## config.mk

```make
export PLATFORM = sky130hd
export DESIGN_NAME = leon_stim_sequencer_flat
export DESIGN_NICKNAME = d
export VERILOG_FILES = /design/src/rtl/stim_pkg.sv /design/src/rtl/leon_stim_sequencer_if.sv /design/src/rtl/stim_inst_fifo.sv /design/src/rtl/leon_stim_sequencer.sv /design/src/flat_wrapper.sv
export SDC_FILE = /design/constraint.sdc
export NUM_CORES = 1
export LEC_CHECK = 0
export CAP_MARGIN = 30
export CORE_AREA = 5 5 216 218
export CTS_CLUSTER_DIAMETER = 30
export CTS_CLUSTER_SIZE = 30
export DETAILED_ROUTE_END_ITERATION = 12
export DIE_AREA = 0 0 221 223
export PLACE_DENSITY_LB_ADDON = 0.25
export REMOVE_ABC_BUFFERS = 1
export SLEW_MARGIN = 20
export SYNTH_ARGS = -nofsm -noshare
export SYNTH_HDL_FRONTEND = slang
export SYNTH_SLANG_ARGS = --single-unit
```

## constraint.sdc

```tcl
create_clock -name clk -period 4.75 [get_ports clk]
set_input_delay 0.95 -clock clk [delete_from_list [all_inputs] [get_ports clk]]
set_output_delay 0.95 -clock clk [all_outputs]
set_load 0.01 [all_outputs]
```

## src/rtl/stim_pkg.sv

```systemverilog
// ---------------------------------------------------------------------------
// stim_pkg
//   Shared definitions for the LEON stimulus sequencer: sequencer state
//   encoding, the SPARC NOP opcode served on an empty instruction queue, the
//   width of the delivery counters, and a saturating increment helper.
// ---------------------------------------------------------------------------
package stim_pkg;

    typedef enum logic [1:0] {
        ST_IDLE,
        ST_RESET,
        ST_RUN,
        ST_DONE
    } stim_state_e;

    // "sethi 0, %g0" -- the canonical SPARC NOP
    localparam logic [31:0] SPARC_NOP = 32'h0100_0000;

    localparam int unsigned CNT_W = 16;
    localparam logic [CNT_W-1:0] CNT_ONE = CNT_W'(1);

    // Counters stick at all-ones instead of wrapping
    function automatic logic [CNT_W-1:0] sat_inc(input logic [CNT_W-1:0] v);
        return (v == '1) ? v : v + CNT_ONE;
    endfunction

endpackage

```

## src/rtl/leon_stim_sequencer_if.sv

```systemverilog
// ---------------------------------------------------------------------------
// leon_stim_sequencer_if
//   Bundles every non-clock signal between the stimulus sequencer, the bench
//   (start, instruction pushes, data-word loads) and the LEON core's cache
//   ports (fetch and data requests).
//   master : the sequencer side (drives responses, dut_rst, status, counts)
//   slave  : the bench/core side (drives requests and bench controls)
// ---------------------------------------------------------------------------
interface leon_stim_sequencer_if;
    import stim_pkg::*;

    // bench control
    logic             start;
    logic             push_valid;
    logic [31:0]      push_inst;
    logic             push_ready;
    logic             data_wr_en;
    logic [31:0]      data_wr_val;
    // core reset
    logic             dut_rst;
    // instruction-fetch port
    logic             fetch_req;
    logic             fetch_valid;
    logic [31:0]      fetch_inst;
    // data port
    logic             dreq;
    logic             dwrite;
    logic [31:0]      dwdata;
    logic             dvalid;
    logic [31:0]      drdata;
    // status
    logic             done;
    logic [CNT_W-1:0] inst_count;
    logic [CNT_W-1:0] nop_count;

    modport master (
        input  start, push_valid, push_inst, data_wr_en, data_wr_val,
               fetch_req, dreq, dwrite, dwdata,
        output push_ready, dut_rst, fetch_valid, fetch_inst,
               dvalid, drdata, done, inst_count, nop_count
    );

    modport slave (
        output start, push_valid, push_inst, data_wr_en, data_wr_val,
               fetch_req, dreq, dwrite, dwdata,
        input  push_ready, dut_rst, fetch_valid, fetch_inst,
               dvalid, drdata, done, inst_count, nop_count
    );

endinterface

```

## src/rtl/stim_inst_fifo.sv

```systemverilog
// ---------------------------------------------------------------------------
// stim_inst_fifo
//   Synchronous instruction queue, DEPTH entries (power of two, >= 2).
//   Pointers carry one extra wrap bit so full and empty are distinguishable.
//   Ports:
//     clk, rst        clock, synchronous active-high reset (pointers only)
//     i_push          write request, ignored while o_full
//     i_push_data     word to write
//     i_pop           read request, ignored while o_empty
//     o_head          word at the read pointer (valid when !o_empty)
//     o_full/o_empty  occupancy flags from registered pointers
// ---------------------------------------------------------------------------
module stim_inst_fifo #(
    parameter int unsigned DEPTH = 16,
    parameter int unsigned WIDTH = 32
) (
    input  logic             clk,
    input  logic             rst,
    input  logic             i_push,
    input  logic [WIDTH-1:0] i_push_data,
    input  logic             i_pop,
    output logic [WIDTH-1:0] o_head,
    output logic             o_full,
    output logic             o_empty
);

    localparam int unsigned AW = $clog2(DEPTH);
    localparam logic [AW:0] PTR_ONE = (AW+1)'(1);

    logic [AW:0]      r_wr_ptr;
    logic [AW:0]      r_rd_ptr;
    logic [WIDTH-1:0] r_mem [DEPTH];
    logic             w_do_push;
    logic             w_do_pop;

    assign o_empty   = (r_wr_ptr == r_rd_ptr);
    assign o_full    = (r_wr_ptr[AW] != r_rd_ptr[AW]) &&
                       (r_wr_ptr[AW-1:0] == r_rd_ptr[AW-1:0]);
    assign w_do_push = i_push && !o_full;
    assign w_do_pop  = i_pop && !o_empty;
    assign o_head    = r_mem[r_rd_ptr[AW-1:0]];

    always_ff @(posedge clk) begin
        if (rst) begin
            r_wr_ptr <= '0;
            r_rd_ptr <= '0;
        end else begin
            if (w_do_push) r_wr_ptr <= r_wr_ptr + PTR_ONE;
            if (w_do_pop)  r_rd_ptr <= r_rd_ptr + PTR_ONE;
        end
    end

    // Storage is not reset; resetting the pointers discards the contents
    always_ff @(posedge clk) begin
        if (w_do_push) r_mem[r_wr_ptr[AW-1:0]] <= i_push_data;
    end

endmodule

```

## src/rtl/leon_stim_sequencer.sv

```systemverilog
// ---------------------------------------------------------------------------
// leon_stim_sequencer
//   Stimulus engine between the bench and the LEON integer unit's cache
//   ports. Holds the core in reset for RESET_CYCLES after start, then serves
//   instruction fetches from a bench-loaded queue (NOP when empty) and
//   answers data loads/stores from one bench-programmable data word. Signals
//   done after DRAIN_NOPS consecutive empty-queue fetches.
//   Ports:
//     clk   single clock, rising edge
//     rst   synchronous active-high reset
//     bus   leon_stim_sequencer_if.master (bench controls, fetch/data ports,
//           dut_rst, done, delivery counters)
// ---------------------------------------------------------------------------
module leon_stim_sequencer
    import stim_pkg::*;
#(
    parameter int unsigned DEPTH        = 16,
    parameter int unsigned RESET_CYCLES = 8,
    parameter int unsigned DRAIN_NOPS   = 4
) (
    input  logic                   clk,
    input  logic                   rst,
    leon_stim_sequencer_if.master  bus
);

    localparam int unsigned RC_W = $clog2(RESET_CYCLES + 1);
    localparam int unsigned DC_W = $clog2(DRAIN_NOPS + 1);
    localparam logic [RC_W-1:0] RC_LAST = RC_W'(RESET_CYCLES - 1);
    localparam logic [RC_W-1:0] RC_ONE  = RC_W'(1);
    localparam logic [DC_W-1:0] DC_LAST = DC_W'(DRAIN_NOPS);
    localparam logic [DC_W-1:0] DC_ONE  = DC_W'(1);

    stim_state_e      r_state;
    stim_state_e      w_state_nxt;
    logic [RC_W-1:0]  r_rst_cnt;
    logic [DC_W-1:0]  r_drain_cnt;
    logic [CNT_W-1:0] r_inst_count;
    logic [CNT_W-1:0] r_nop_count;
    logic [31:0]      r_data;
    logic             r_fetch_valid;
    logic [31:0]      r_fetch_inst;
    logic             r_dvalid;
    logic [31:0]      r_drdata;

    logic             w_dut_rst;
    logic             w_done;
    logic             w_active;
    logic             w_restart;
    logic             w_fetch;
    logic             w_pop_hit;
    logic [31:0]      w_head;
    logic             w_full;
    logic             w_empty;

    // Requests are served only once the core is out of reset
    assign w_active  = (r_state == ST_RUN) || (r_state == ST_DONE);
    assign w_restart = bus.start && ((r_state == ST_IDLE) || (r_state == ST_DONE));
    assign w_fetch   = w_active && bus.fetch_req;
    // DONE keeps answering with NOP, so only RUN pops the queue
    assign w_pop_hit = (r_state == ST_RUN) && bus.fetch_req && !w_empty;

    stim_inst_fifo #(
        .DEPTH (DEPTH),
        .WIDTH (32)
    ) u_fifo (
        .clk         (clk),
        .rst         (rst),
        .i_push      (bus.push_valid),
        .i_push_data (bus.push_inst),
        .i_pop       (w_pop_hit),
        .o_head      (w_head),
        .o_full      (w_full),
        .o_empty     (w_empty)
    );

    always_ff @(posedge clk) begin
        if (rst) r_state <= ST_IDLE;
        else     r_state <= w_state_nxt;
    end

    always_comb begin
        w_state_nxt = r_state;
        w_dut_rst   = 1'b1;
        w_done      = 1'b0;
        case (r_state)
            ST_IDLE: begin
                if (bus.start) w_state_nxt = ST_RESET;
            end
            ST_RESET: begin
                if (r_rst_cnt == RC_LAST) w_state_nxt = ST_RUN;
            end
            ST_RUN: begin
                w_dut_rst = 1'b0;
                if (r_drain_cnt == DC_LAST) w_state_nxt = ST_DONE;
            end
            ST_DONE: begin
                w_dut_rst = 1'b0;
                w_done    = 1'b1;
                if (bus.start) w_state_nxt = ST_RESET;
            end
            default: w_state_nxt = ST_IDLE;
        endcase
    end

    // Reset-phase cycle counter: zero outside RESET so each entry starts fresh
    always_ff @(posedge clk) begin
        if (rst || r_state != ST_RESET) r_rst_cnt <= '0;
        else                            r_rst_cnt <= r_rst_cnt + RC_ONE;
    end

    always_ff @(posedge clk) begin
        if (rst || w_restart) begin
            r_inst_count <= '0;
            r_nop_count  <= '0;
            r_drain_cnt  <= '0;
        end else if (w_fetch) begin
            if (w_pop_hit) begin
                r_inst_count <= sat_inc(r_inst_count);
                r_drain_cnt  <= '0;
            end else begin
                r_nop_count <= sat_inc(r_nop_count);
                if (r_drain_cnt != DC_LAST) r_drain_cnt <= r_drain_cnt + DC_ONE;
            end
        end
    end

    always_ff @(posedge clk) begin
        if (rst) begin
            r_fetch_valid <= 1'b0;
            r_fetch_inst  <= '0;
            r_dvalid      <= 1'b0;
            r_drdata      <= '0;
            r_data        <= '0;
        end else begin
            r_fetch_valid <= w_fetch;
            if (w_fetch) r_fetch_inst <= w_pop_hit ? w_head : SPARC_NOP;
            r_dvalid <= w_active && bus.dreq;
            // Loads see the word as it was before any write this cycle
            if (w_active && bus.dreq) r_drdata <= r_data;
            if (bus.data_wr_en)                          r_data <= bus.data_wr_val;
            else if (w_active && bus.dreq && bus.dwrite) r_data <= bus.dwdata;
        end
    end

    assign bus.push_ready  = !w_full;
    assign bus.dut_rst     = w_dut_rst;
    assign bus.done        = w_done;
    assign bus.fetch_valid = r_fetch_valid;
    assign bus.fetch_inst  = r_fetch_inst;
    assign bus.dvalid      = r_dvalid;
    assign bus.drdata      = r_drdata;
    assign bus.inst_count  = r_inst_count;
    assign bus.nop_count   = r_nop_count;

endmodule

```

## src/flat_wrapper.sv

```systemverilog
// flat-port wrapper written by rule: the top's interface ports become plain ports
module leon_stim_sequencer_flat import stim_pkg::*;
#(
    parameter int unsigned DEPTH        = 16,
    parameter int unsigned RESET_CYCLES = 8,
    parameter int unsigned DRAIN_NOPS   = 4
)
  (clk, rst, bus_start, bus_push_valid, bus_push_inst, bus_data_wr_en, bus_data_wr_val, bus_fetch_req, bus_dreq, bus_dwrite, bus_dwdata, bus_push_ready, bus_dut_rst, bus_fetch_valid, bus_fetch_inst, bus_dvalid, bus_drdata, bus_done, bus_inst_count, bus_nop_count);
  leon_stim_sequencer_if bus_i ();
  input  logic clk;
  input  logic rst;
  input wire logic [$bits(bus_i.start)-1:0] bus_start;
  input wire logic [$bits(bus_i.push_valid)-1:0] bus_push_valid;
  input wire logic [$bits(bus_i.push_inst)-1:0] bus_push_inst;
  input wire logic [$bits(bus_i.data_wr_en)-1:0] bus_data_wr_en;
  input wire logic [$bits(bus_i.data_wr_val)-1:0] bus_data_wr_val;
  input wire logic [$bits(bus_i.fetch_req)-1:0] bus_fetch_req;
  input wire logic [$bits(bus_i.dreq)-1:0] bus_dreq;
  input wire logic [$bits(bus_i.dwrite)-1:0] bus_dwrite;
  input wire logic [$bits(bus_i.dwdata)-1:0] bus_dwdata;
  output wire logic [$bits(bus_i.push_ready)-1:0] bus_push_ready;
  output wire logic [$bits(bus_i.dut_rst)-1:0] bus_dut_rst;
  output wire logic [$bits(bus_i.fetch_valid)-1:0] bus_fetch_valid;
  output wire logic [$bits(bus_i.fetch_inst)-1:0] bus_fetch_inst;
  output wire logic [$bits(bus_i.dvalid)-1:0] bus_dvalid;
  output wire logic [$bits(bus_i.drdata)-1:0] bus_drdata;
  output wire logic [$bits(bus_i.done)-1:0] bus_done;
  output wire logic [$bits(bus_i.inst_count)-1:0] bus_inst_count;
  output wire logic [$bits(bus_i.nop_count)-1:0] bus_nop_count;
  assign bus_i.start = bus_start;
  assign bus_i.push_valid = bus_push_valid;
  assign bus_i.push_inst = bus_push_inst;
  assign bus_i.data_wr_en = bus_data_wr_en;
  assign bus_i.data_wr_val = bus_data_wr_val;
  assign bus_i.fetch_req = bus_fetch_req;
  assign bus_i.dreq = bus_dreq;
  assign bus_i.dwrite = bus_dwrite;
  assign bus_i.dwdata = bus_dwdata;
  assign bus_push_ready = bus_i.push_ready;
  assign bus_dut_rst = bus_i.dut_rst;
  assign bus_fetch_valid = bus_i.fetch_valid;
  assign bus_fetch_inst = bus_i.fetch_inst;
  assign bus_dvalid = bus_i.dvalid;
  assign bus_drdata = bus_i.drdata;
  assign bus_done = bus_i.done;
  assign bus_inst_count = bus_i.inst_count;
  assign bus_nop_count = bus_i.nop_count;
  leon_stim_sequencer #(.DEPTH(DEPTH), .RESET_CYCLES(RESET_CYCLES), .DRAIN_NOPS(DRAIN_NOPS)) u_core (.clk(clk), .rst(rst), .bus(bus_i));
endmodule
```

Word level (Yosys, flattened, before mapping)
Memory sizes are Yosys's and may differ from the RTL's. A register that Yosys moved wholly into a read port is not among the register bits.
Cells that the tools add are included.
- register bits: 149
- word-level logic and storage cells: 76
- output and inout bits: 101
- memory bits (writable): 512
- memories: 1
- $add $sub $neg: 6
- bitwise logic cells: 3
- reduce and logical (&&, ||, !) cells: 24
- muxes and demuxes: 15
- equal/unequal tests: 15
- memory list (memory ; depth ; width ; rd ports ; clocked after Yosys merged registers in ; wr ports ; line ; source):
    u_core.u_fifo.r_mem ; 16 ; 32 ; 1 ; 1 ; 1 ; stim_inst_fifo.sv:32 ; logic [WIDTH-1:0] r_mem [DEPTH];
- operators with widths (kind ; count):
    32-bit 2-to-1 mux ; 3
    16-bit by 1-bit adder with 16-bit output (second input constant) ; 2
    16-bit equality test (second input constant) ; 2
    5-bit by 1-bit adder with 5-bit output (second input constant) ; 2
    1-bit logical AND ; 9
    3-bit AND reduction ; 3
    4-bit 2-to-1 mux ; 2
    2-bit 2-to-1 mux ; 3
    3-bit 2-to-1 mux ; 2
    2-bit by 1-bit inequality test with 1-bit output (second input constant) ; 3
    2-bit one-hot mux with 3 select lines ; 1
    5-bit equality test ; 1
    4-bit by 1-bit adder with 4-bit output (second input constant) ; 1
    2-bit equality test (second input constant) ; 2
    4-bit by 3-bit equality test with 1-bit output (second input constant) ; 1
    4-bit equality test ; 1
    1-bit logical OR ; 4
    1-bit 2-to-1 mux ; 4
    2-bit nonzero test ; 2
    2-bit OR reduction ; 2
    3-bit by 1-bit adder with 3-bit output (second input constant) ; 1
    3-bit equality test (second input constant) ; 1
    3-bit inequality test (second input constant) ; 1
    1-bit inverter ; 3
    6 further kinds ; 7

Depth between registers and ports, before layout
Gate-level depths: netlist (run 1).
- depth after elaboration: 6
- depth in mapped cells: 11
- depth with buffers taken out: 7

Cells and area by module
From an unflattened synthesis (run 1), not the netlist that was laid out.
- cells, all modules: 1474
- area total of the unflattened synthesis: 25996.2 µm²
- modules (own cells, without submodules) (module ; cells each ; area an instance (µm²) ; times used):
    stim_inst_fifo ; 809 ; 20249.4 ; 1
    leon_stim_sequencer ; 665 ; 5746.8 ; 1

Worst setup path before layout (run 1)
Ideal clock, no wire load.
- path type: input to register
- start: input bus_push_valid
- end: memory u_core.u_fifo.r_mem[0][0], enable pin
- setup time: 0.461 ns
- stages: 3
- setup slack: 0.623 ns
- arrival: 3.666 ns
- cells stage by stage: a21boi_1 -> nand2_1 -> nor3_1
- cells in the longest elaborated chain, start to end: 3
- RTL lines (element ; line ; source):
    start, declared ; flat_wrapper.sv:13 ; input wire logic [$bits(bus_i.push_valid)-1:0] bus_push_valid;
    1-bit logical AND ; stim_inst_fifo.sv:39 ; assign w_do_push = i_push && !o_full;
    1-bit 2-to-1 mux ; stim_inst_fifo.sv:55 ; if (w_do_push) r_mem[r_wr_ptr[AW-1:0]] <= i_push_data;
    1-bit 2-to-1 mux (not written as such) ; stim_inst_fifo.sv:55 ;
    end, declared ; stim_inst_fifo.sv:32 ;
No other way between the ends.

Worst setup path after layout (run 1)
- start: register u_core.u_fifo.r_wr_ptr[3]
- end: output bus_push_ready
- cells in the longest elaborated chain, start to end: 3
- RTL lines (element ; line ; source):
    start, declared ; stim_inst_fifo.sv:30 ; logic [AW:0] r_wr_ptr;
    start signal, assigned ; stim_inst_fifo.sv:48 ; if (w_do_push) r_wr_ptr <= r_wr_ptr + PTR_ONE;
    4-bit equality test ; stim_inst_fifo.sv:38 ; (r_wr_ptr[AW-1:0] == r_rd_ptr[AW-1:0]);
    1-bit logical AND ; stim_inst_fifo.sv:37 ; assign o_full = (r_wr_ptr[AW] != r_rd_ptr[AW]) &&
    1-bit zero test ; leon_stim_sequencer.sv:145 ; assign bus.push_ready = !w_full;
    end, declared ; flat_wrapper.sv:21 ; output wire logic [$bits(bus_i.push_ready)-1:0] bus_push_ready;
No other way between the ends.

==> results.json, run 1 <==
{
  "min_path_type": "reg -> reg",
  "gr-usage-all-layers_pct": 24.3,
  "synth_cells": 1490,
  "r2r-start": "u_core.u_fifo.r_wr_ptr[3]$_SDFFE_PP0P_",
  "ys_ff_latch": 665,
  "port_buffers": 204,
  "postCtsHoldBufs": 0,
  "fin_nets": 1884,
  "fin_cells": 2468,
  "outcome": "completed",
  "dominantRegCellSynth": "edfxtp_1",
  "antenna_found_initial": 1,
  "syn_to_final_growth_pct": 27.9,
  "ys_warn_count": 0,
  "tightest_slew_ns": 0.911,
  "endpoint_kind": "primary output",
  "period_share_pct": 74.3,
  "dp_slack_ns": 1.15,
  "critical_path_class": "reg -> out",
  "n_fill_cell": 2753,
  "num_io_pins": 205,
  "core_sq_um": 44700,
  "ys_seq_area_share_pct": 72.6,
  "r2r_slack_ns": 1.54,
  "grt_max_degree": 73,
  "synth_area_per_cell_sq_um": 17.0,
  "drv_slew": 0,
  "grt_pass1_wl_um": 92800,
  "grt_overflow_total": 0,
  "crit_start": "u_core.u_fifo.r_wr_ptr[3]$_SDFFE_PP0P_",
  "crit_required_ns": 3.80,
  "post_cts_buffers": 0,
  "hpwl_um": 34400,
  "grt_pass1_vias": 15800,
  "wl_um": 60400,
  "yosysUniqueCellTypes": 48,
  "htree_levels": 3,
  "r2r_end": "u_core.u_fifo.r_mem[10][6]$_DFFE_PP_",
  "clock_latency_ns": 0.65,
  "period_needed_ns": 3.53,
  "slew_headroom_pct": 39.1,
  "cp-endpoint": "bus_push_ready",
  "fin_ws_ns": 1.22,
  "drive_above_1_share_pct": 21.5,
  "max_freq_mhz": 283,
  "finalHoldViolCount": 0,
  "total_power_mw": 15.7,
  "reg2reg_depth": 6,
  "finalSetupViolCount": 0,
  "utilization_pct": 72.7,
  "drt_pass1_iterations": 5,
  "drc": 0,
  "dp.cells": 2247,
  "vias": 14800,
  "critical_path_peak_fanout": 10,
  "ant_nets": 0,
  "chipWidth_um": 221,
  "ir_worst_vdd_v": 0.000322,
  "gp_congestion": 0.774,
  "viasPerCell": 6.01,
  "async_reset_ff_share_pct": 0,
  "cts_inserted_buffers": 113,
  "cts_buffer_depth": 3,
  "dieArea_sq_um": 49300,
  "maxCapViolations": 0,
  "post_cts_resized": 0,
  "initial_core_util_pct": 56.8,
  "p_per_area_nw_per_um2": 483,
  "syn_area_sq_um": 25400,
  "grt_setup_unrepaired": "no",
  "clock_sinks": 665,
  "clkTransAtPathRegs_ns": 0.05,
  "die_h_um": 223,
  "dr.first_iter.drc_count": 1293,
  "cts_root_buf": "clkbuf_16",
  "finClkSkew_ns": 0.0320,
  "p_leak_nw": 10.6,
  "cts_tree": "done",
  "fp-row-count": 78,
  "wl_per_cell_um": 24.5,
  "cp_data_arrival_time_ns": 2.58,
  "cp-start-kind": "flop",
  "synth_edf_count": 512
}
## synth_stat cells (2+ instances only)
cell / number / area (sq um)
a211oi_1: 34 / 255
a21boi_1: 2 / 15.0
a21o_1: 2 / 15.0
a21oi_1: 62 / 310
a22o_1: 31 / 272
a22oi_1: 64 / 480
a311oi_1: 2 / 17.5
a31oi_1: 2 / 12.5
and2_1: 2 / 12.5
and3_1: 3 / 18.8
buf_1: 11 / 41.3
buf_2: 21 / 105
clkbuf_1: 53 / 199
dfxtp_1: 153 / 3060
edfxtp_1: 512 / 15400
ha_1: 14 / 175
inv_1: 13 / 48.8
mux2i_1: 34 / 340
mux4_2: 129 / 2910
nand2_1: 121 / 454
nand2b_1: 4 / 25.0
nand3_1: 18 / 90.1
nand4_1: 13 / 81.3
nor2_1: 77 / 289
nor2b_1: 4 / 25.0
nor3_1: 7 / 35.0
nor4_1: 2 / 12.5
o211ai_1: 7 / 52.6
o21a_1: 2 / 15.0
o21ai_0: 22 / 110
o31ai_1: 7 / 52.6
or3_1: 19 / 119
or4_1: 13 / 97.6
xnor2_1: 12 / 105
xor2_1: 5 / 43.8
## cell type report
class | count | area (sq um) | share of cell area, %
diodes | 1 | 2.50 | 0.00771
clock buffers | 131 | 3000 | 9.23
clock inverters | 85 | 935 | 2.88
inverters | 13 | 48.8 | 0.150
multi-input cells | 725 | 6700 | 20.6
flip-flops and latches | 665 | 18400 | 56.8
well taps | 600 | 751 | 2.31
repair buffers | 248 | 2600 | 8.00
## per-stage QoR
step / cell area (sq um) / TNS, ns / hold WS, ns
final: 32500 / 0 / 0.447
after global routing: 32500 / 0 / 0.464
after CTS: 32400 / 0 / 0.449
after detailed placement: 28500 / 0 / 0.438
after global placement: 28300 / 0 / 0.427
after floorplan: 25000 / -50.67 / 0.418
## where the power goes
group          switching [mW]  internal, mW  total (mW)
logic                   0.532         0.439       0.971
registers              0.0784          6.41        6.49
clock network            2.90          5.33        8.23
## logic make-up after synthesis
family	share of synthesized area (%)
compound gates	6.48
xor+xnor	0.651
fa+ha+maj	0.690
buf+inv	1.63
flops	72.6
mux	12.8
simple gates	5.15
## registers in the layout (all words and copies together), names as in the netlist, named ones only
register	count
u_core.r_state	2
u_core.bus.fetch_valid	1
u_core.r_drain_cnt	3
u_core.bus.nop_count	16
u_core.bus.inst_count	16
u_core.bus.fetch_inst	32
u_core.u_fifo.r_rd_ptr	5
u_core.bus.drdata	32
u_core.u_fifo.r_wr_ptr	5
u_core.bus.dvalid	1
u_core.u_fifo.r_mem	512
u_core.r_data	32
u_core.r_rst_cnt	4
## layer usage
metal  GRT usage (%)  share of wire, %  vias to the layer above
li1                -                 -                     6536
met1            31.2                38                     7494
met2            41.0                51                      690
met3            6.38               8.0                      116
met4            8.32               2.8                        0
met5               0                 0                        -
## layout by cell type, fill, tap and decap left out, drive strengths merged, types with 7 or more instances in the layout
cell / synthesis / routed
edfxtp: 512 / 512
clkdlybuf4s50: 0 / 202
dfxtp: 153 / 153
clkbuf: 53 / 132
mux4: 129 / 129
nand2: 121 / 121
nor2: 77 / 77
a22oi: 64 / 64
a21oi: 62 / 62
buf: 34 / 45
clkinv: 0 / 40
mux2i: 34 / 34
a211oi: 34 / 34
inv: 13 / 34
a22o: 31 / 31
o21ai: 23 / 23
or3: 19 / 19
nand3: 18 / 18
ha: 14 / 14
bufinv: 0 / 14
nand4: 13 / 13
or4: 13 / 13
xnor2: 12 / 12
clkinvlp: 0 / 10
o211ai: 8 / 8
o31ai: 7 / 7
nor3: 7 / 7
## critical path, stage by stage (launching register included)
cell             delay [ns]
dfxtp_1                0.63
xnor2_1                0.19
and4_1                 0.48
nand2_1                0.13
clkdlybuf4s50_1        0.52
## worst min-delay path by stage
| stage | start | end | slack (ns) | cells past startpoint |
|---|---|---|---|---|
| 3_3_place_gp | u_core.r_rst_cnt[0]$_SDFF_PP0_ | u_core.r_rst_cnt[0]$_SDFF_PP0_ | 0.43 | 1 |
| 4_1_cts | u_core.r_rst_cnt[0]$_SDFF_PP0_ | u_core.r_rst_cnt[0]$_SDFF_PP0_ | 0.45 | 1 |
| 2_1_floorplan | u_core.r_rst_cnt[0]$_SDFF_PP0_ | u_core.r_rst_cnt[0]$_SDFF_PP0_ | 0.42 | 1 |
| 3_5_place_dp | u_core.r_rst_cnt[0]$_SDFF_PP0_ | u_core.r_rst_cnt[0]$_SDFF_PP0_ | 0.44 | 1 |
| 6_report | u_core.r_rst_cnt[0]$_SDFF_PP0_ | u_core.r_rst_cnt[0]$_SDFF_PP0_ | 0.45 | 1 |
| 5_1_grt | u_core.r_rst_cnt[0]$_SDFF_PP0_ | u_core.r_rst_cnt[0]$_SDFF_PP0_ | 0.46 | 1 |
(Power assumes the default switching activity.)
==> inputs of run 2 (changes only) <==
--- a/config.mk
+++ b/config.mk
@@ -6,11 +6,11 @@
 export NUM_CORES = 1
 export LEC_CHECK = 0
 export CAP_MARGIN = 30
-export CORE_AREA = 5 5 216 218
+export CORE_AREA = 5 5 227 229
 export CTS_CLUSTER_DIAMETER = 30
 export CTS_CLUSTER_SIZE = 30
 export DETAILED_ROUTE_END_ITERATION = 12
-export DIE_AREA = 0 0 221 223
+export DIE_AREA = 0 0 232 234
 export PLACE_DENSITY_LB_ADDON = 0.25
 export REMOVE_ABC_BUFFERS = 1
 export SLEW_MARGIN = 20
==> constraint.sdc (replaced) <==
create_clock -name clk -period 3.1 [get_ports clk]
set_input_delay 0.62 -clock clk [delete_from_list [all_inputs] [get_ports clk]]
set_output_delay 0.62 -clock clk [all_outputs]
set_load 0.01 [all_outputs]
==> results.json, run 2 (synthesized netlist as in run 1, its figures left out) <==
{
  "whs_path_depth": 2,
  "ant_nets": 0,
  "min_path_type": "reg -> reg",
  "period_needed_ns": 2.91,
  "grt_setup_unrepaired": "no",
  "finClkSkew_ns": 0.0312,
  "finalHoldViolCount": 0,
  "clkTransAtPathRegs_ns": 0.05,
  "period_share_pct": 93.9,
  "cts_root_buf": "clkbuf_16",
  "htree_levels": 3,
  "maxCapViolations": 0,
  "most-common-layout-cells": "512 x edfxtp_1, 202 x clkdlybuf4s50_1, 151 x dfxtp_1",
  "crit_required_ns": 2.48,
  "grt_overflow_total": 0,
  "regArea_sq_um": 18400,
  "grt_max_degree": 67,
  "clock_latency_ns": 0.65,
  "final_common_cell": "edfxtp_1",
  "n_fill_cell": 3369,
  "antenna_found_initial": 0,
  "drc": 0,
  "post_cts_resized": 0,
  "post_cts_buffers": 0,
  "outcome": "completed",
  "ir_worst_vdd_v": 0.000451,
  "crit_slowest_cell": "clkdlybuf4s50_1",
  "viasPerCell": 5.80,
  "max_freq_mhz": 343,
  "port_buffers": 204,
  "finalSetupViolCount": 0,
  "die_h_um": 234,
  "p_leak_nw": 10.8,
  "cts_tree": "done",
  "largest_register_ffs": 512,
  "cts_buffer_depth": 3,
  "cts_inserted_buffers": 119,
  "drv_slew": 0,
  "drive_above_1_share_pct": 22.2,
  "syn_to_final_growth_pct": 29.5,
  "multi_input_area_sq_um": 6710,
  "crit_chain": "inv_1 -> ha_1 -> nor2_1 -> clkdlybuf4s50_1",
  "vias": 14800,
  "grt_pass1_vias": 15500,
  "chipWidth_um": 232,
  "critical_path_peak_fanout": 9,
  "wl_um": 60300,
  "grt_pass1_wl_um": 92100,
  "gp_congestion": 0.790,
  "cp_data_arrival_time_ns": 2.29,
  "hpwl_um": 35900,
  "setup_tns_ns": 0,
  "drt_pass1_iterations": 5,
  "cpPeakStageDelay_ns": 0.61,
  "gr-usage-all-layers_pct": 22.3,
  "fp-row-count": 82,
  "fin_cells": 2558,
  "wl_per_cell_um": 23.6,
  "postCtsHoldBufs": 0,
  "dp.cells": 2334,
  "p_per_area_nw_per_um2": 750,
  "core_sq_um": 49500,
  "tightest_slew_ns": 1.04,
  "dieArea_sq_um": 54300,
  "diodes": 0,
  "num_io_pins": 205,
  "critical_path_class": "reg -> out",
  "initial_core_util_pct": 51.3,
  "reg2reg_depth": 7,
  "dr.first_iter.drc_count": 1058,
  "fin_nets": 1903,
  "clock_sinks": 665,
  "endpoint_kind": "primary output",
  "cp-start-kind": "flop",
  "slew_headroom_pct": 29.8
}
[run 2: per-stage QoR]
| step | cell area [sq um] | util (%) | power [mW] | hold WS, ns | setup slack [ns] |
|---|---|---|---|---|---|
| after CTS | 32800 | 66.4 | 24.9 | 0.427 | 0.0335 |
| after detailed placement | 28700 | 58.0 | 11.6 | 0.447 | 0.477 |
| after global placement | 28600 | 57.9 | 11.6 | 0.427 | 0.455 |
| final | 32900 | 66.5 | 24.7 | 0.451 | 0.188 |
| after global routing | 32900 | 66.5 | 25.4 | 0.446 | 0.0713 |
| after floorplan | 25000 | - | 10.9 | 0.418 | -3.28 |
[run 2: final timing paths]
kind	slack [ns]	startpoint	endpoint
max	0.19	u_core.r_state[0]$_SDFFE_PP0P_	bus_dut_rst
min reg2reg	0.45	u_core.r_data[29]$_SDFFE_PP0P_	u_core.bus.drdata[29]$_SDFFE_PP0P_
min	0.45	u_core.r_data[29]$_SDFFE_PP0P_	u_core.bus.drdata[29]$_SDFFE_PP0P_
max reg2reg	0.71	u_core.r_state[1]$_SDFFE_PP0P_	u_core.bus.nop_count[6]$_SDFFE_PP0P_
[run 2: report_power, final]
group	total, mW	leakage, nW	switching (mW)	internal (mW)
Sequential	9.94	5.87	0.115	9.83
Combinational	1.52	2.91	0.837	0.679
Clock	13.2	1.97	4.44	8.76
Total	24.7	10.8	5.39	19.3
[run 2: metal layers]
| layer | GRT usage, % | up-vias | wire (um) |
|---|---|---|---|
| met5 | 0 | - | 0 |
| met2 | 37.9 | 586 | 30800 |
| met4 | 7.61 | 0 | 1680 |
| li1 | - | 6575 | - |
| met3 | 5.91 | 112 | 4350 |
| met1 | 28.3 | 7557 | 23500 |
[run 2: layout make-up]
class | instances | area share, %
Sequential cell | 665 | 56.1
Multi-Input combinational cell | 725 | 20.4
Clock buffer | 136 | 9.41
Timing Repair Buffer | 261 | 8.16
Clock inverter | 86 | 3.20
Tap cell | 672 | 2.56
Inverter | 13 | 0.148
[run 2: worst max-delay path: cells and delay by family, from the launching register on]
kind | cells | cell delay [ns]
buffers and inverters | 2 | 0.68
flip-flops | 1 | 0.40
adder cells (fa/ha/maj) | 1 | 0.32
AND/OR/NAND/NOR | 1 | 0.26
